## src/rtl/if_id_if.sv

```systemverilog
// Fetch/decode handshake bundle for the IF/ID boundary stage.
// slave is the stage side, master is the fetch+decode side.
interface if_id_if;
   logic        in_valid;
   logic        in_ready;
   logic [31:0] in_instr;
   logic [31:0] in_pc;
   logic        flush;
   logic        out_valid;
   logic        out_ready;
   logic [31:0] out_pc;
   logic [31:0] out_pc_plus4;
   logic [5:0]  out_opcode;
   logic [4:0]  out_rs;
   logic [4:0]  out_rt;
   logic [4:0]  out_rd;
   logic [4:0]  out_shamt;
   logic [5:0]  out_funct;
   logic [15:0] out_imm;
   logic [25:0] out_jtarget;
   logic        out_is_nop;

   modport slave (
      input  in_valid, in_instr, in_pc, flush, out_ready,
      output in_ready, out_valid, out_pc, out_pc_plus4,
      output out_opcode, out_rs, out_rt, out_rd, out_shamt,
      output out_funct, out_imm, out_jtarget, out_is_nop
   );

   modport master (
      output in_valid, in_instr, in_pc, flush, out_ready,
      input  in_ready, out_valid, out_pc, out_pc_plus4,
      input  out_opcode, out_rs, out_rt, out_rd, out_shamt,
      input  out_funct, out_imm, out_jtarget, out_is_nop
   );
endinterface

```

## src/rtl/if_id_stage.sv

```systemverilog
// IF/ID boundary: 2-entry elastic queue of {instr, pc} with
// branch flush, splitting the head instruction into decode fields.
module if_id_stage (
   input  logic clk,
   input  logic rst_n,
   if_id_if.slave bus
);
   typedef struct packed {
      logic [31:0] instr;
      logic [31:0] pc;
   } entry_t;

   entry_t     mem_q [2];
   logic       wr_ptr_q, wr_ptr_d;
   logic       rd_ptr_q, rd_ptr_d;
   logic [1:0] cnt_q, cnt_d;

   logic   push, pop, vld;
   entry_t head, hd;

   assign bus.in_ready = (cnt_q != 2'd2);
   assign vld  = (cnt_q != 2'd0);
   assign push = bus.in_valid & bus.in_ready & ~bus.flush;
   assign pop  = vld & bus.out_ready;

   always_comb begin
      wr_ptr_d = wr_ptr_q;
      rd_ptr_d = rd_ptr_q;
      cnt_d    = cnt_q;
      if (bus.flush) begin
         wr_ptr_d = 1'b0;
         rd_ptr_d = 1'b0;
         cnt_d    = 2'd0;
      end else begin
         if (push) wr_ptr_d = ~wr_ptr_q;
         if (pop)  rd_ptr_d = ~rd_ptr_q;
         unique case ({push, pop})
            2'b10:   cnt_d = cnt_q + 2'd1;
            2'b01:   cnt_d = cnt_q - 2'd1;
            default: cnt_d = cnt_q;
         endcase
      end
   end

   always_ff @(posedge clk or negedge rst_n) begin
      if (!rst_n) begin
         wr_ptr_q <= 1'b0;
         rd_ptr_q <= 1'b0;
         cnt_q    <= 2'd0;
         for (int i = 0; i < 2; i++) mem_q[i] <= '0;
      end else begin
         wr_ptr_q <= wr_ptr_d;
         rd_ptr_q <= rd_ptr_d;
         cnt_q    <= cnt_d;
         if (push) mem_q[wr_ptr_q] <= '{instr: bus.in_instr, pc: bus.in_pc};
      end
   end

   // Every field reads as zero while the queue is empty.
   assign head = mem_q[rd_ptr_q];
   assign hd   = vld ? head : '0;

   assign bus.out_valid    = vld;
   assign bus.out_pc       = hd.pc;
   assign bus.out_pc_plus4 = vld ? (head.pc + 32'd4) : 32'd0;
   assign bus.out_opcode   = hd.instr[31:26];
   assign bus.out_rs       = hd.instr[25:21];
   assign bus.out_rt       = hd.instr[20:16];
   assign bus.out_rd       = hd.instr[15:11];
   assign bus.out_shamt    = hd.instr[10:6];
   assign bus.out_funct    = hd.instr[5:0];
   assign bus.out_imm      = hd.instr[15:0];
   assign bus.out_jtarget  = hd.instr[25:0];
   assign bus.out_is_nop   = vld & (head.instr == 32'h0000_0000);
endmodule

```

## src/flat_wrapper.sv

```systemverilog
// flat-port wrapper written by rule: the top's interface ports become plain ports
module if_id_stage_flat 
  (clk, rst_n, bus_in_valid, bus_in_instr, bus_in_pc, bus_flush, bus_out_ready, bus_in_ready, bus_out_valid, bus_out_pc, bus_out_pc_plus4, bus_out_opcode, bus_out_rs, bus_out_rt, bus_out_rd, bus_out_shamt, bus_out_funct, bus_out_imm, bus_out_jtarget, bus_out_is_nop);
  if_id_if bus_i ();
  input  logic clk;
  input  logic rst_n;
  input wire logic [$bits(bus_i.in_valid)-1:0] bus_in_valid;
  input wire logic [$bits(bus_i.in_instr)-1:0] bus_in_instr;
  input wire logic [$bits(bus_i.in_pc)-1:0] bus_in_pc;
  input wire logic [$bits(bus_i.flush)-1:0] bus_flush;
  input wire logic [$bits(bus_i.out_ready)-1:0] bus_out_ready;
  output wire logic [$bits(bus_i.in_ready)-1:0] bus_in_ready;
  output wire logic [$bits(bus_i.out_valid)-1:0] bus_out_valid;
  output wire logic [$bits(bus_i.out_pc)-1:0] bus_out_pc;
  output wire logic [$bits(bus_i.out_pc_plus4)-1:0] bus_out_pc_plus4;
  output wire logic [$bits(bus_i.out_opcode)-1:0] bus_out_opcode;
  output wire logic [$bits(bus_i.out_rs)-1:0] bus_out_rs;
  output wire logic [$bits(bus_i.out_rt)-1:0] bus_out_rt;
  output wire logic [$bits(bus_i.out_rd)-1:0] bus_out_rd;
  output wire logic [$bits(bus_i.out_shamt)-1:0] bus_out_shamt;
  output wire logic [$bits(bus_i.out_funct)-1:0] bus_out_funct;
  output wire logic [$bits(bus_i.out_imm)-1:0] bus_out_imm;
  output wire logic [$bits(bus_i.out_jtarget)-1:0] bus_out_jtarget;
  output wire logic [$bits(bus_i.out_is_nop)-1:0] bus_out_is_nop;
  assign bus_i.in_valid = bus_in_valid;
  assign bus_i.in_instr = bus_in_instr;
  assign bus_i.in_pc = bus_in_pc;
  assign bus_i.flush = bus_flush;
  assign bus_i.out_ready = bus_out_ready;
  assign bus_in_ready = bus_i.in_ready;
  assign bus_out_valid = bus_i.out_valid;
  assign bus_out_pc = bus_i.out_pc;
  assign bus_out_pc_plus4 = bus_i.out_pc_plus4;
  assign bus_out_opcode = bus_i.out_opcode;
  assign bus_out_rs = bus_i.out_rs;
  assign bus_out_rt = bus_i.out_rt;
  assign bus_out_rd = bus_i.out_rd;
  assign bus_out_shamt = bus_i.out_shamt;
  assign bus_out_funct = bus_i.out_funct;
  assign bus_out_imm = bus_i.out_imm;
  assign bus_out_jtarget = bus_i.out_jtarget;
  assign bus_out_is_nop = bus_i.out_is_nop;
  if_id_stage u_core (.clk(clk), .rst_n(rst_n), .bus(bus_i));
endmodule
```

## config.mk

```make
export PLATFORM = sky130hd
export DESIGN_NAME = if_id_stage_flat
export DESIGN_NICKNAME = d
export VERILOG_FILES = /design/src/rtl/if_id_if.sv /design/src/rtl/if_id_stage.sv /design/src/flat_wrapper.sv
export SDC_FILE = /design/constraint.sdc
export NUM_CORES = 1
export LEC_CHECK = 0
export ABC_AREA = 0
export BUFFER_PORTS_ARGS = -buffer_cell sky130_fd_sc_hd__buf_4
export CAP_MARGIN = 20
export CORE_AREA = 2 2 108 131
export CTS_CLUSTER_SIZE = 40
export DETAILED_ROUTE_END_ITERATION = 8
export DIE_AREA = 0 0 110 133
export PLACE_DENSITY_LB_ADDON = 0.25
export SYNTH_ARGS = -nofsm -noshare
export SYNTH_HDL_FRONTEND = slang
export SYNTH_SLANG_ARGS = --single-unit
```

## constraint.sdc

```tcl
create_clock -name clk -period 8.2 [get_ports clk]
set_clock_uncertainty 0.1 [all_clocks]
set_input_delay 1.64 -clock clk [delete_from_list [all_inputs] [get_ports clk]]
set_output_delay 1.64 -clock clk [all_outputs]
set_load 0.02 [all_outputs]
```

### Word-level counts from Yosys, hierarchy flattened

Index checks and enable logic that the tools add are counted.

| word-level totals | value |
|---|---|
| register bits after elaboration | 132 |
| logic and storage cells | 45 |

| cells by class | value |
|---|---|
| $add $sub $neg | 3 |
| eq/ne operators | 3 |
| reduce and logical (&&, ||, !) cells | 6 |
| bitwise gates (word level) | 9 |
| mux-type cells | 14 |
| order comparisons | 3 |

Operator list:

| operator | count |
|---|---|
| $mux W64 | 5 |
| $bwmux W128 | 1 |
| $demux W64 S1 | 1 |
| $add A32 B3 Y32 const B | 1 |
| $logic_not A32 Y1 | 1 |
| $mux W32 | 1 |
| $reduce_bool A2 Y1 | 3 |
| $and A1 B1 Y1 | 4 |
| $ge A2 B2 Y1 const B | 2 |
| $mux W1 | 4 |
| $not A1 Y2 | 2 |
| $pmux W2 S2 | 1 |
| $not A1 Y1 | 3 |
| $reduce_bool A3 Y1 | 1 |
| $add A2 B1 Y2 const B | 1 |
| $eq A2 B1 Y1 const B | 1 |
| $eq A2 B2 Y1 const B | 1 |
| $lt A2 B1 Y1 const B | 1 |
| $mux W2 | 1 |
| $ne A2 B2 Y1 const B | 1 |
| $sub A2 B1 Y2 const B | 1 |
| $logic_and A1 B1 Y1 | 1 |

### Logic depth before layout (Yosys ltp)

| depth | value |
|---|---|
| depth in word-level cells | 6 |
| depth in mapped cells | 10 |
| depth with buffers taken out | 7 |

### Least setup slack after synthesis

No wires, ideal clock.

| timing | value |
|---|---|
| kind | reg-to-output |
| from | register u_core.rd_ptr_q |
| to | output bus_out_pc_plus4[30] |
| arrival | 2.602 ns |
| slack | 3.858 ns |
| cell stages (with the launch flop) | 11 |
| cells stage by stage | dfrtp_1 -> buf_6 -> buf_6 -> buf_2 -> mux2_2 -> ha_1 -> inv_1 -> a211oi_4 -> nand4_2 -> o31a_1 -> nor3_1 |

| between the ends | value |
|---|---|
| cells in the longest elaborated chain, start to end | 6 |

RTL lines:

| element | RTL line | RTL |
|---|---|---|
| start, declared | if_id_stage.sv:15 | `logic rd_ptr_q, rd_ptr_d;` |
| start signal, assigned | if_id_stage.sv:53 | `rd_ptr_q <= rd_ptr_d;` |
| $not A1 Y2 (not written as such) | if_id_stage.sv:60 | `assign head = mem_q[rd_ptr_q];` |
| $mux W64 (not written as such) (3 in a row) | if_id_stage.sv:60 |  |
| $add A32 B3 Y32 | if_id_stage.sv:65 | `assign bus.out_pc_plus4 = vld ? (head.pc + 32'd4) : 32'd0;` |
| $mux W32 | if_id_stage.sv:65 |  |
| end, declared | flat_wrapper.sv:15 | `output wire logic [$bits(bus_i.out_pc_plus4)-1:0] bus_out_pc_plus4;` |

No other way between the ends. The select of a mux whose other input is x is not followed.

### Worst setup path after layout

| timing | value |
|---|---|
| from | register u_core.rd_ptr_q |
| to | output bus_out_pc_plus4[28] |

Same word-level chain as after synthesis.

==> summary.txt <==
Floorplan
  • Num rows: 47
  • Die ar.: 14600 sq um
  • Die Y: 133 um
  • Io pins: 210
  • Initial Util: 0.553
  • Horiz. Die Dim: 110 um
  • Core box area: 13500 sq um

Global routing
  • Vias in the first global route: 5945
  • Global-route wire length before repair: 30000 um
  • Total gr overflow: 0
  • Initial antenna violation count: 0
  • Largest net degree at the start of global routing: 84
  • Overall routing resource usage: 0.262

Final layout
  • Layout Cells excl Fill: 1003
  • Area grow syn2layout: 27.1%
  • Layout cells sized above 1: 0.465
  • Core Util, Final: 0.703
  • Nets@finish: 890
  • # fillers: 1003
  • Diode count: 0

Worst setup path
  • Crit path max fanout: 57
  • Setup crit start kind: flip-flop
  • Worst path buffer plus inverter count: 2
  • Slowest library cell on the worst path: dfrtp_4
  • Crit-path cells: buf_4 -> mux2i_1 -> a211oi_4 -> nand2_2 -> a2111oi_4 -> mux2_1 -> buf_4
  • CP Class: flip-flop to output port
  • Critical path required time: 6460 ps
  • Max incr delay on CP: 940 ps
  • Crit. End Element: output port
  • Arrival @ worst endpoint: 3820 ps
  • Most common cell on crit path: buf_4
  • Flop-to-flop setup slack: 5560 ps
  • Family with the most delay on the worst path: flip-flops

STA
  • Final worst-path cycle share: 0.678
  • RSZ-0062 raised after global routing: no
  • Pin slew with the least headroom to its limit: 859 ps
  • Setup TNS: 0 ps
  • Max-slew headroom at the worst pin: 0.427
  • Fin crit period: 5560 ps
  • Max-slew violations: 0
  • Setup violations, final: 0
  • F_max: 180 MHz
  • Final hold violations: 0

Drt
  • Via count: 5801
  • Drt wl/cell: 18.6 um
  • Drt total wl: 18700 um
  • Via density: 5.78
  • Residual DRC count: 0
  • Starting DRT DRC Count: 360
  • Final ANT Viol Nets: 0
  • Drt first pass iters: 5

Placed design
  • Routability cong.: 0.880
  • DPL Wire Length: 12900 um
  • I/O Buffers: 209
  • Placed Cells: 971

Yosys
  • Mean Syn Cell Area: 11.2 sq um
  • Top-count cell post-synth: dfrtp_1
  • Sequential element share of the synthesized area: 0.444
  • Synthesized area: 7440 sq um
  • Distinct cell type count after synthesis: 47
  • Synth Flop Type: dfrtp_1
  • #FFs+latches synth: 132
  • Most instantiated cells after synthesis: dfrtp_1 (132), mux2_2 (123), nor2_1 (89)
  • Post-Syn Instances: 662
  • Synth area leaders: dfrtp_1 (44%), mux2_2 (19%), mux2i_1 (8.3%)
  • Post-synth net total: 732
  • Post-synth EDFFs: 0
  • Ys async rst share: 1.00
  • Warnings from Yosys: 0
  • Cell taking the most area after synthesis: dfrtp_1
  • Top cell type's share of synthesized area: 0.444

Power and ir drop
  • LEAKAGE: 0.00418 uW
  • Maximum vdd drop: 0.000197 V
  • Power Total: 2570 uW
  • P per Cell Area: 271 nW/um^2

Status
  • Status: completed

Clock network
  • Clock Tree Root: clkbuf_16
  • Maximum buffer depth of the clock tree: 2
  • Clk sinks: 132
  • Worst skew pair latency: 400 ps
  • CTS buffer count: 17
  • H-Tree Depth: 4
  • Clock transition at path regs: 60 ps
  • Hold-fix buffers, CTS: 0
  • Resized cells post-CTS: 0
  • Setup Buffers After CTS: 0
  • TritonCTS clock tree: yes

Run
  • Max-cap violations: 0

Hold path
  • Hold Path Class: flip-flop to flip-flop
[cell usage in the layout (no fill, tap or decap), types with 4 or more instances in the layout]
cell,synthesis,layout
buf_4,47,215
dfrtp_1,132,131
mux2_2,123,123
nor2_1,89,88
mux2i_1,62,62
nand3_1,22,22
nand2_1,20,19
clkbuf_16,0,17
mux2_1,13,13
xnor2_1,13,13
nand4_1,12,12
nor4_1,12,12
o21ai_0,9,9
and2_1,8,8
nand3b_1,8,8
xor2_1,8,8
nand4b_1,6,6
nor3_1,6,6
bufinv_16,0,5
o31ai_1,4,4
clkinv_4,0,4
[cell families after synthesis]
logic type / share of synthesized area
and+or+nand+nor: 0.135
DFF: 0.444
muxes: 0.289
buffers and inverters: 0.0686
adders and majority gates: 0.00168
xor gates and xnor gates: 0.0247
AOI/OAI and AO/OA: 0.0368
[per-layer routing]
| layer | vias to the layer above | global-route usage | share of wire |
|---|---|---|---|
| met5 | - | 0 | 0 |
| met4 | 0 | 0.104 | 0.025 |
| met3 | 35 | 0.0453 | 0.067 |
| met2 | 235 | 0.452 | 0.52 |
| li1 | 2634 | - | - |
| met1 | 2897 | 0.322 | 0.39 |
[worst register-to-register path: cells and delay by family, from the launching register on]
kind,cells,cell delay (ps)
and+or+nand+nor,4,920
buffers and inverters,1,610
muxes,1,460
DFF,1,440
[per-stage QoR]
stage | hold slack (ps) | setup slack [ps] | area [sq um]
final | 406 | 2640 | 9460
after detailed placement | 392 | 3120 | 8790
after global placement | 385 | 3210 | 8790
after global routing | 416 | 2440 | 9460
after CTS | 405 | 2670 | 9440
after floorplan | 374 | 3860 | 7440
[sequential cells by signal, summed over array words and instances, names as in the netlist]
name / cells
u_core.cnt_q: 2
u_core.wr_ptr_q: 1
u_core.rd_ptr_q: 1
u_core.mem_q: 128
[final timing paths]
kind / start / to / cells after the start
hold / removal: u_core.mem_q[92]$_DFFE_PN0P_ / u_core.mem_q[92]$_DFFE_PN0P_ / 1
min in group asynchronous: rst_n / u_core.mem_q[70]$_DFFE_PN0P_ / 1
hold reg to reg: u_core.mem_q[92]$_DFFE_PN0P_ / u_core.mem_q[92]$_DFFE_PN0P_ / 1
setup / recovery: u_core.rd_ptr_q$_DFFE_PN0P_ / bus_out_pc_plus4[28] / 7
max in group asynchronous: rst_n / u_core.rd_ptr_q$_DFFE_PN0P_ / 3
setup reg to reg: u_core.cnt_q[0]$_DFFE_PN0P_ / u_core.mem_q[61]$_DFFE_PN0P_ / 6
[cell type report]
cell class / count / area (sq um) / share of cell area
multi-input combinational: 451 / 3650 / 0.385
sequential: 132 / 3310 / 0.349
timing repair buffer: 216 / 1640 / 0.173
clock buffer: 18 / 439 / 0.0464
tap: 171 / 214 / 0.0226
clock inverter: 13 / 208 / 0.0219
inverter: 2 / 7.51 / 0.000793
[power breakdown]
| part | total (uW) | switching, uW | leakage (uW) | internal, uW |
|---|---|---|---|---|
| Sequential | 1010 | 178 | 0.00157 | 834 |
| Clock | 831 | 285 | 0.000316 | 546 |
| Combinational | 722 | 364 | 0.00229 | 359 |
Power figures use the tool's default switching activity.
